$ cat src/rtl/ofdm_framer_pkg.sv
`default_nettype none
// ============================================================================
//  Module   : ofdm_framer_pkg
//  Desc     : Shared types and constants for the OFDM frame scheduler.
//  Revision : 1.0
// ============================================================================
package ofdm_framer_pkg;

    typedef enum logic [1:0] {
        IDLE = 2'd0,
        SYNC = 2'd1,
        DATA = 2'd2,
        GAP  = 2'd3
    } sched_state_t;

    localparam int BEATS_PER_SYMBOL_DEF = 20;
    localparam int TDATA_WIDTH_DEF      = 40;

    localparam logic [1:0] c_st_idle = IDLE;
    localparam logic [1:0] c_st_sync = SYNC;
    localparam logic [1:0] c_st_data = DATA;
    localparam logic [1:0] c_st_gap  = GAP;

    // Beat counter width; a one-beat symbol still needs a 1-bit register.
    function automatic int beat_cnt_width(input int beats);
        return (beats > 1) ? $clog2(beats) : 1;
    endfunction

endpackage
`default_nettype wire

$ cat src/rtl/ofdm_symbol_counter.sv
`default_nettype none
// ============================================================================
//  Module   : ofdm_symbol_counter
//  Desc     : Beat/symbol position tracker producing tlast, symbol-end and
//             last-symbol indications for the frame scheduler.
//  Revision : 1.0
// ============================================================================
module ofdm_symbol_counter
    import ofdm_framer_pkg::*;
#(
    parameter int BEATS_PER_SYMBOL = BEATS_PER_SYMBOL_DEF,
    parameter int SYM_CNT_WIDTH    = 10
) (
    input  logic                     clk,
    input  logic                     rst,
    input  logic                     i_clear,
    input  logic                     i_beat,
    input  logic [SYM_CNT_WIDTH-1:0] i_last_sym_idx,
    output logic                     o_first_beat,
    output logic                     o_tlast,
    output logic                     o_sym_end,
    output logic                     o_last_sym
);

    localparam int BEAT_W = beat_cnt_width(BEATS_PER_SYMBOL);
    localparam logic [BEAT_W-1:0] c_last_beat = BEAT_W'(BEATS_PER_SYMBOL - 1);

    logic [BEAT_W-1:0]        r_beat_cnt;
    logic [SYM_CNT_WIDTH-1:0] r_sym_cnt;
    logic                     w_tlast;

    assign w_tlast      = (r_beat_cnt == c_last_beat);
    assign o_tlast      = w_tlast;
    assign o_sym_end    = i_beat & w_tlast;
    assign o_first_beat = (r_beat_cnt == '0) && (r_sym_cnt == '0);
    assign o_last_sym   = (r_sym_cnt == i_last_sym_idx);

    always_ff @(posedge clk) begin
        if (rst || i_clear) begin
            r_beat_cnt <= '0;
            r_sym_cnt  <= '0;
        end else if (i_beat) begin
            if (w_tlast) begin
                r_beat_cnt <= '0;
                r_sym_cnt  <= r_sym_cnt + SYM_CNT_WIDTH'(1);
            end else begin
                r_beat_cnt <= r_beat_cnt + BEAT_W'(1);
            end
        end
    end

endmodule
`default_nettype wire

$ cat src/rtl/ofdm_frame_scheduler.sv
`default_nettype none
// ============================================================================
//  Module   : ofdm_frame_scheduler
//  Desc     : Frame sequencer muxing sync and payload AXI-Stream sources into
//             sync + payload symbol frames separated by a programmable gap.
//  Revision : 1.0
// ============================================================================
module ofdm_frame_scheduler
    import ofdm_framer_pkg::*;
#(
    parameter int TDATA_WIDTH      = TDATA_WIDTH_DEF,
    parameter int BEATS_PER_SYMBOL = BEATS_PER_SYMBOL_DEF,
    parameter int SYM_CNT_WIDTH    = 10,
    parameter int GAP_CNT_WIDTH    = 16
) (
    input  logic                     s_axis_data_aclk,
    input  logic                     s_axis_data_areset,
    input  logic                     frame_req,
    input  logic                     frame_abort,
    input  logic [SYM_CNT_WIDTH-1:0] cfg_symbols,
    input  logic [GAP_CNT_WIDTH-1:0] cfg_gap,
    input  logic [TDATA_WIDTH-1:0]   s_axis_sync_tdata,
    input  logic                     s_axis_sync_tvalid,
    output logic                     s_axis_sync_tready,
    input  logic [TDATA_WIDTH-1:0]   s_axis_pay_tdata,
    input  logic                     s_axis_pay_tvalid,
    output logic                     s_axis_pay_tready,
    output logic [TDATA_WIDTH-1:0]   m_axis_tdata,
    output logic                     m_axis_tvalid,
    input  logic                     m_axis_tready,
    output logic                     m_axis_tlast,
    output logic                     m_axis_tuser,
    output logic                     busy,
    output logic                     frame_done,
    output logic [15:0]              underflow_cnt
);

    logic                     clk;
    logic                     rst;

    logic [1:0]               r_state;
    logic [1:0]               w_state_nxt;
    logic                     w_latch;
    logic                     w_enter_gap;

    logic [SYM_CNT_WIDTH-1:0] r_sym_total;
    logic [SYM_CNT_WIDTH-1:0] w_last_sym_idx;
    logic [GAP_CNT_WIDTH-1:0] r_gap_len;
    logic [GAP_CNT_WIDTH-1:0] r_gap_cnt;
    logic [GAP_CNT_WIDTH-1:0] w_gap_last;
    logic                     w_gap_final;

    logic                     r_abort;
    logic                     r_frame_done;
    logic [15:0]              r_underflow;

    logic                     w_sel_sync;
    logic                     w_sel_pay;
    logic                     w_in_frame;
    logic                     w_beat;
    logic                     w_first_beat;
    logic                     w_tlast;
    logic                     w_sym_end;
    logic                     w_last_sym;

    assign clk = s_axis_data_aclk;
    assign rst = s_axis_data_areset;

    // Selection is qualified by reset so no handshake can occur while it is held.
    assign w_sel_sync = !rst && (r_state == c_st_sync);
    assign w_sel_pay  = !rst && (r_state == c_st_data);
    assign w_in_frame = (r_state == c_st_sync) || (r_state == c_st_data);

    assign m_axis_tdata       = w_sel_pay ? s_axis_pay_tdata : s_axis_sync_tdata;
    assign m_axis_tvalid      = (w_sel_sync & s_axis_sync_tvalid) | (w_sel_pay & s_axis_pay_tvalid);
    assign s_axis_sync_tready = w_sel_sync & m_axis_tready;
    assign s_axis_pay_tready  = w_sel_pay & m_axis_tready;
    assign m_axis_tlast       = (w_sel_sync | w_sel_pay) & w_tlast;
    assign m_axis_tuser       = w_sel_sync & w_first_beat;

    assign busy          = (r_state != c_st_idle);
    assign frame_done    = r_frame_done;
    assign underflow_cnt = r_underflow;

    assign w_beat         = m_axis_tvalid & m_axis_tready;
    assign w_last_sym_idx = r_sym_total - SYM_CNT_WIDTH'(1);
    assign w_gap_last     = (r_gap_len == '0) ? '0 : (r_gap_len - GAP_CNT_WIDTH'(1));
    assign w_gap_final    = (r_gap_cnt == w_gap_last);

    ofdm_symbol_counter #(
        .BEATS_PER_SYMBOL (BEATS_PER_SYMBOL),
        .SYM_CNT_WIDTH    (SYM_CNT_WIDTH)
    ) u_symbol_counter (
        .clk            (clk),
        .rst            (rst),
        .i_clear        (!w_in_frame),
        .i_beat         (w_beat),
        .i_last_sym_idx (w_last_sym_idx),
        .o_first_beat   (w_first_beat),
        .o_tlast        (w_tlast),
        .o_sym_end      (w_sym_end),
        .o_last_sym     (w_last_sym)
    );

    always_comb begin
        w_state_nxt = r_state;
        w_latch     = 1'b0;
        w_enter_gap = 1'b0;
        case (r_state)
            c_st_idle: begin
                if (frame_req) begin
                    w_state_nxt = c_st_sync;
                    w_latch     = 1'b1;
                end
            end
            c_st_sync: begin
                if (w_sym_end) begin
                    if (r_abort || (r_sym_total == SYM_CNT_WIDTH'(1))) begin
                        w_state_nxt = c_st_gap;
                        w_enter_gap = 1'b1;
                    end else begin
                        w_state_nxt = c_st_data;
                    end
                end
            end
            c_st_data: begin
                if (w_sym_end && (r_abort || w_last_sym)) begin
                    w_state_nxt = c_st_gap;
                    w_enter_gap = 1'b1;
                end
            end
            c_st_gap: begin
                if (w_gap_final) begin
                    if (frame_req) begin
                        w_state_nxt = c_st_sync;
                        w_latch     = 1'b1;
                    end else begin
                        w_state_nxt = c_st_idle;
                    end
                end
            end
            default: w_state_nxt = c_st_idle;
        endcase
    end

    always_ff @(posedge clk) begin
        if (rst) begin
            r_state      <= c_st_idle;
            r_sym_total  <= SYM_CNT_WIDTH'(1);
            r_gap_len    <= '0;
            r_gap_cnt    <= '0;
            r_abort      <= 1'b0;
            r_frame_done <= 1'b0;
        end else begin
            r_state      <= w_state_nxt;
            r_frame_done <= w_enter_gap;
            if (w_latch) begin
                r_sym_total <= (cfg_symbols == '0) ? SYM_CNT_WIDTH'(1) : cfg_symbols;
                r_gap_len   <= cfg_gap;
            end
            if ((r_state == c_st_gap) && !w_gap_final) begin
                r_gap_cnt <= r_gap_cnt + GAP_CNT_WIDTH'(1);
            end else begin
                r_gap_cnt <= '0;
            end
            // An abort pulse landing on the frame's final beat is absorbed by the gap entry.
            if (w_enter_gap) begin
                r_abort <= 1'b0;
            end else if (frame_abort && w_in_frame) begin
                r_abort <= 1'b1;
            end
        end
    end

    always_ff @(posedge clk) begin
        if (rst) begin
            r_underflow <= '0;
        end else if ((r_state == c_st_data) && m_axis_tready && !s_axis_pay_tvalid
                     && (r_underflow != 16'hFFFF)) begin
            r_underflow <= r_underflow + 16'd1;
        end
    end

endmodule
`default_nettype wire

$ cat config.mk
export PLATFORM = sky130hd
export DESIGN_NAME = ofdm_frame_scheduler
export DESIGN_NICKNAME = d
export VERILOG_FILES = /design/src/rtl/ofdm_framer_pkg.sv /design/src/rtl/ofdm_symbol_counter.sv /design/src/rtl/ofdm_frame_scheduler.sv
export SDC_FILE = /design/constraint.sdc
export NUM_CORES = 1
export LEC_CHECK = 0
export CORE_MARGIN = 2
export CORE_UTILIZATION = 27
export CTS_BUF_LIST = sky130_fd_sc_hd__clkbuf_4 sky130_fd_sc_hd__clkbuf_8
export DETAILED_ROUTE_END_ITERATION = 8
export GPL_TIMING_DRIVEN = 0
export PLACE_DENSITY = 0.59
export SYNTH_ARGS = -nofsm -noshare
export SYNTH_HDL_FRONTEND = slang
export SYNTH_HIERARCHICAL = 1
export SYNTH_SLANG_ARGS = --single-unit
$ cat constraint.sdc
create_clock -name s_axis_data_aclk -period 6.4 [get_ports s_axis_data_aclk]
set_input_delay 0.96 -clock s_axis_data_aclk [delete_from_list [all_inputs] [get_ports s_axis_data_aclk]]
set_output_delay 0.96 -clock s_axis_data_aclk [all_outputs]
set_load 0.02 [all_outputs]
==> impl_metrics.tcl <==
set metrics [dict create \
    seqPwrFrac_pct 25.9 \
    syn_area_sq_um 5160 \
    path_clk_slew_ps 90 \
    stdcell_area_sq_um 7430 \
    power_density_nw_per_um2 315 \
    worst_pin_slew_ps 802 \
    cellLeakagePower_nw 2.65 \
    clock_power_share_pct 18.6 \
    fin_crit_ps 4640 \
    seq_area_sq_um 1540 \
    slew_violations 0 \
    whs_path_depth 2 \
    ff2ff_path_depth 11 \
    place_hpwl_microns 13800 \
    fillCellCount 1881 \
    sw_frac_of_total_pct 41.0 \
    multi_input_area_sq_um 3350 \
    synth.distinct_cells 67 \
    syn_to_final_growth_pct 44.0 \
    path_class "primary input to primary output" \
    rsz0062_at_grt "false" \
    hold_path_class "register to register" \
    internal_power_mw 1.38 \
    fin_crit_sh_pct 72.5 \
    cts_buffers 9 \
    clk_path_buf_depth 2 \
    ir_drop_mv 0.131 \
    dr.pass1.iters 4 \
    synth_area_per_cell_sq_um 8.43 \
    finalSetupViolCount 0 \
    synthFlopType "dfxtp_1" \
    overflow 0 \
    fp-row-count 50 \
    dpl-instance-area_sq_um 7200 \
    r2r_end "r_gap_cnt[2]" \
    worstSetupStartpoint "s_axis_data_areset" \
    crit_fanout 10 \
    antenna_found_initial 0 \
    setup_tns_ps 0 \
    rrSetupSlack_ps 2580 \
    initial_core_util_pct 27.6 \
    cts_sinks 77 \
    final_common_cell "clkdlybuf4s50_1" \
    dieArea_sq_um 20200 \
    synth_fp_nets 739 \
    num-nets-final 925 \
    ys_seq_area_share_pct 29.9 \
    synth-seq-cells 77 \
    num_vias 5065 \
    arrival_ps 3680 \
    hold_violations 0 \
    crit_path_end "m_axis_tdata[28]" \
    post_cts_resized 0 \
    slew_headroom_pct 46.3 \
    die_h_microns 142 \
    drt-total-wl_microns 17200 \
    cts_setup_buffers 0 \
    synth-warning-count 6 \
    cap_violations 0 \
    wl_met2_microns 9110 \
    cts_root_buf "clkbuf_8" \
    crit-reg2reg-launch "r_gap_len[3]" \
    io_buffers 175 \
    skew_ps 14.8 \
    worstSetupStartpointType "primary input" \
    met3_wirelength_microns 850 \
    layout_common_cells "175 x clkdlybuf4s50_1, 83 x nand2_1, 77 x dfxtp_1" \
    required_ps 5440 \
    synthCells 612 \
    insertion_delay_ps 360 \
    chipWidth_microns 142 \
    grt_pass1_wl_microns 26600 \
    async_flop_share_pct 0 \
    grt_pass1_vias 4909 \
    htree_levels 3 \
    met1Wirelength_microns 7060 \
    combPwrFrac_pct 55.5 \
    drc 0 \
    place_congestion 0.798 \
    top_layer "met4" \
    cp-end-kind "primary output" \
    drtAntennaViolNets 0 \
    cts_tree "built" \
    status "finished, final reports clean" \
    timing.fmax_ghz 0.216 \
    diodes 0 \
    grt_max_degree 15 \
    synth-edff-count 0 \
    hold_buffers 0 \
    routedWlPerCell_microns 16.6 \
    drtIter0Drc 337 \
    p_switching_uw 961 \
    viasPerCell 4.88 \
    drive_above_1_share_pct 9.71 \
    pin_count 176 \
    grt_usage_pct 16.9 \
    core_area_sq_um 18700 \
]
-- synthesized netlist by cell type, types with 3 or more instances --
cell | number | area share [%]
nor2b_1 | 6 | 0.73
and3_1 | 10 | 1.2
a311oi_1 | 3 | 0.51
a31oi_1 | 3 | 0.36
mux2_2 | 40 | 8.7
nand3_1 | 14 | 1.4
o21ai_0 | 16 | 1.6
nor3_1 | 8 | 0.78
clkbuf_1 | 20 | 1.5
o31ai_1 | 4 | 0.58
nor4_1 | 15 | 1.8
inv_1 | 28 | 2.0
a21oi_1 | 19 | 1.8
xor2_1 | 23 | 3.9
nand4_1 | 14 | 1.7
nor2_1 | 55 | 4.0
or4_1 | 7 | 1.0
o31a_1 | 3 | 0.51
nand3b_1 | 4 | 0.58
or3_1 | 13 | 1.6
nand4b_1 | 3 | 0.51
mux2i_1 | 34 | 6.6
nor3b_1 | 3 | 0.44
xnor2_1 | 34 | 5.8
nand2_1 | 83 | 6.0
nand2b_1 | 4 | 0.49
buf_2 | 5 | 0.49
and4_1 | 4 | 0.68
ha_1 | 14 | 3.4
dfxtp_1 | 77 | 30
-- critical path: stages --
cell and delay [ps]:
clkdlybuf4s50_1 640, clkinv_1 290, nand2_1 240, clkbuf_1 540
mux2_2 400, clkdlybuf4s50_1 590
-- state kept, by name, summed over array words and instances (netlist names) --
name / count
r_gap_cnt: 16
r_gap_len: 16
underflow_cnt: 16
r_sym_total: 10
u_symbol_counter/r_sym_cnt: 10
u_symbol_counter/r_beat_cnt: 5
r_state: 2
frame_done: 1
r_abort: 1
-- power by group through the flow --
stage               clock (mW)  combinational [mW]  sequential, mW
floorplan                    0               0.939           0.598
global placement             0                1.29           0.617
detailed placement           0                1.29           0.619
CTS                      0.449                1.30           0.607
global route             0.461                1.41           0.619
finish                   0.434                1.30           0.607
-- cell families (layout without fill, tap and decap cells) --
group / after synthesis / count (layout) / share of synthesized area (%)
mux: 74 / 74 / 15.3
fa+ha+maj: 14 / 14 / 3.40
flops: 77 / 77 / 29.9
compound gates: 74 / 74 / 10.7
xor+xnor: 58 / 58 / 10.1
simple gates: 257 / 257 / 25.4
buf+inv: 58 / 249 / 5.19
-- cell type report --
| class | count | area share (%) |
|---|---|---|
| Multi-Input combinational cell | 477 | 45.1 |
| Timing Repair Buffer | 175 | 23.6 |
| Sequential cell | 77 | 20.8 |
| Tap cell | 234 | 3.94 |
| Buffer | 29 | 2.14 |
| Clock buffer | 10 | 1.77 |
| Inverter | 29 | 1.47 |
| Clock inverter | 6 | 1.26 |
-- metrics by stage --
stage	cells	total power, mW	hold WS (ps)	util, %	setup slack [ps]
floorplan	612	1.54	455	-	2990
CTS	1037	2.36	497	39.7	1700
global route	1037	2.49	524	39.7	1590
global placement	1021	1.91	476	38.5	1700
finish	1037	2.34	494	39.7	1760
detailed placement	1021	1.91	482	38.5	1710
-- per-layer routing --
layer / GRT usage, % / vias to the layer above
met5: 0 / -
met4: 4.32 / 0
met3: 3.06 / 11
met2: 32.4 / 153
met1: 19.1 / 2355
li1: - / 2546
-- worst min-delay path by stage --
stage	startpoint	to
after floorplan	r_sym_total[5]	r_sym_total[5]
after global placement	r_sym_total[5]	r_sym_total[5]
after detailed placement	r_sym_total[9]	r_sym_total[9]
after CTS	r_sym_total[9]	r_sym_total[9]
after global routing	r_sym_total[5]	r_sym_total[5]
final	r_sym_total[9]	r_sym_total[9]
Note: power is estimated with default switching activity, not from simulation.
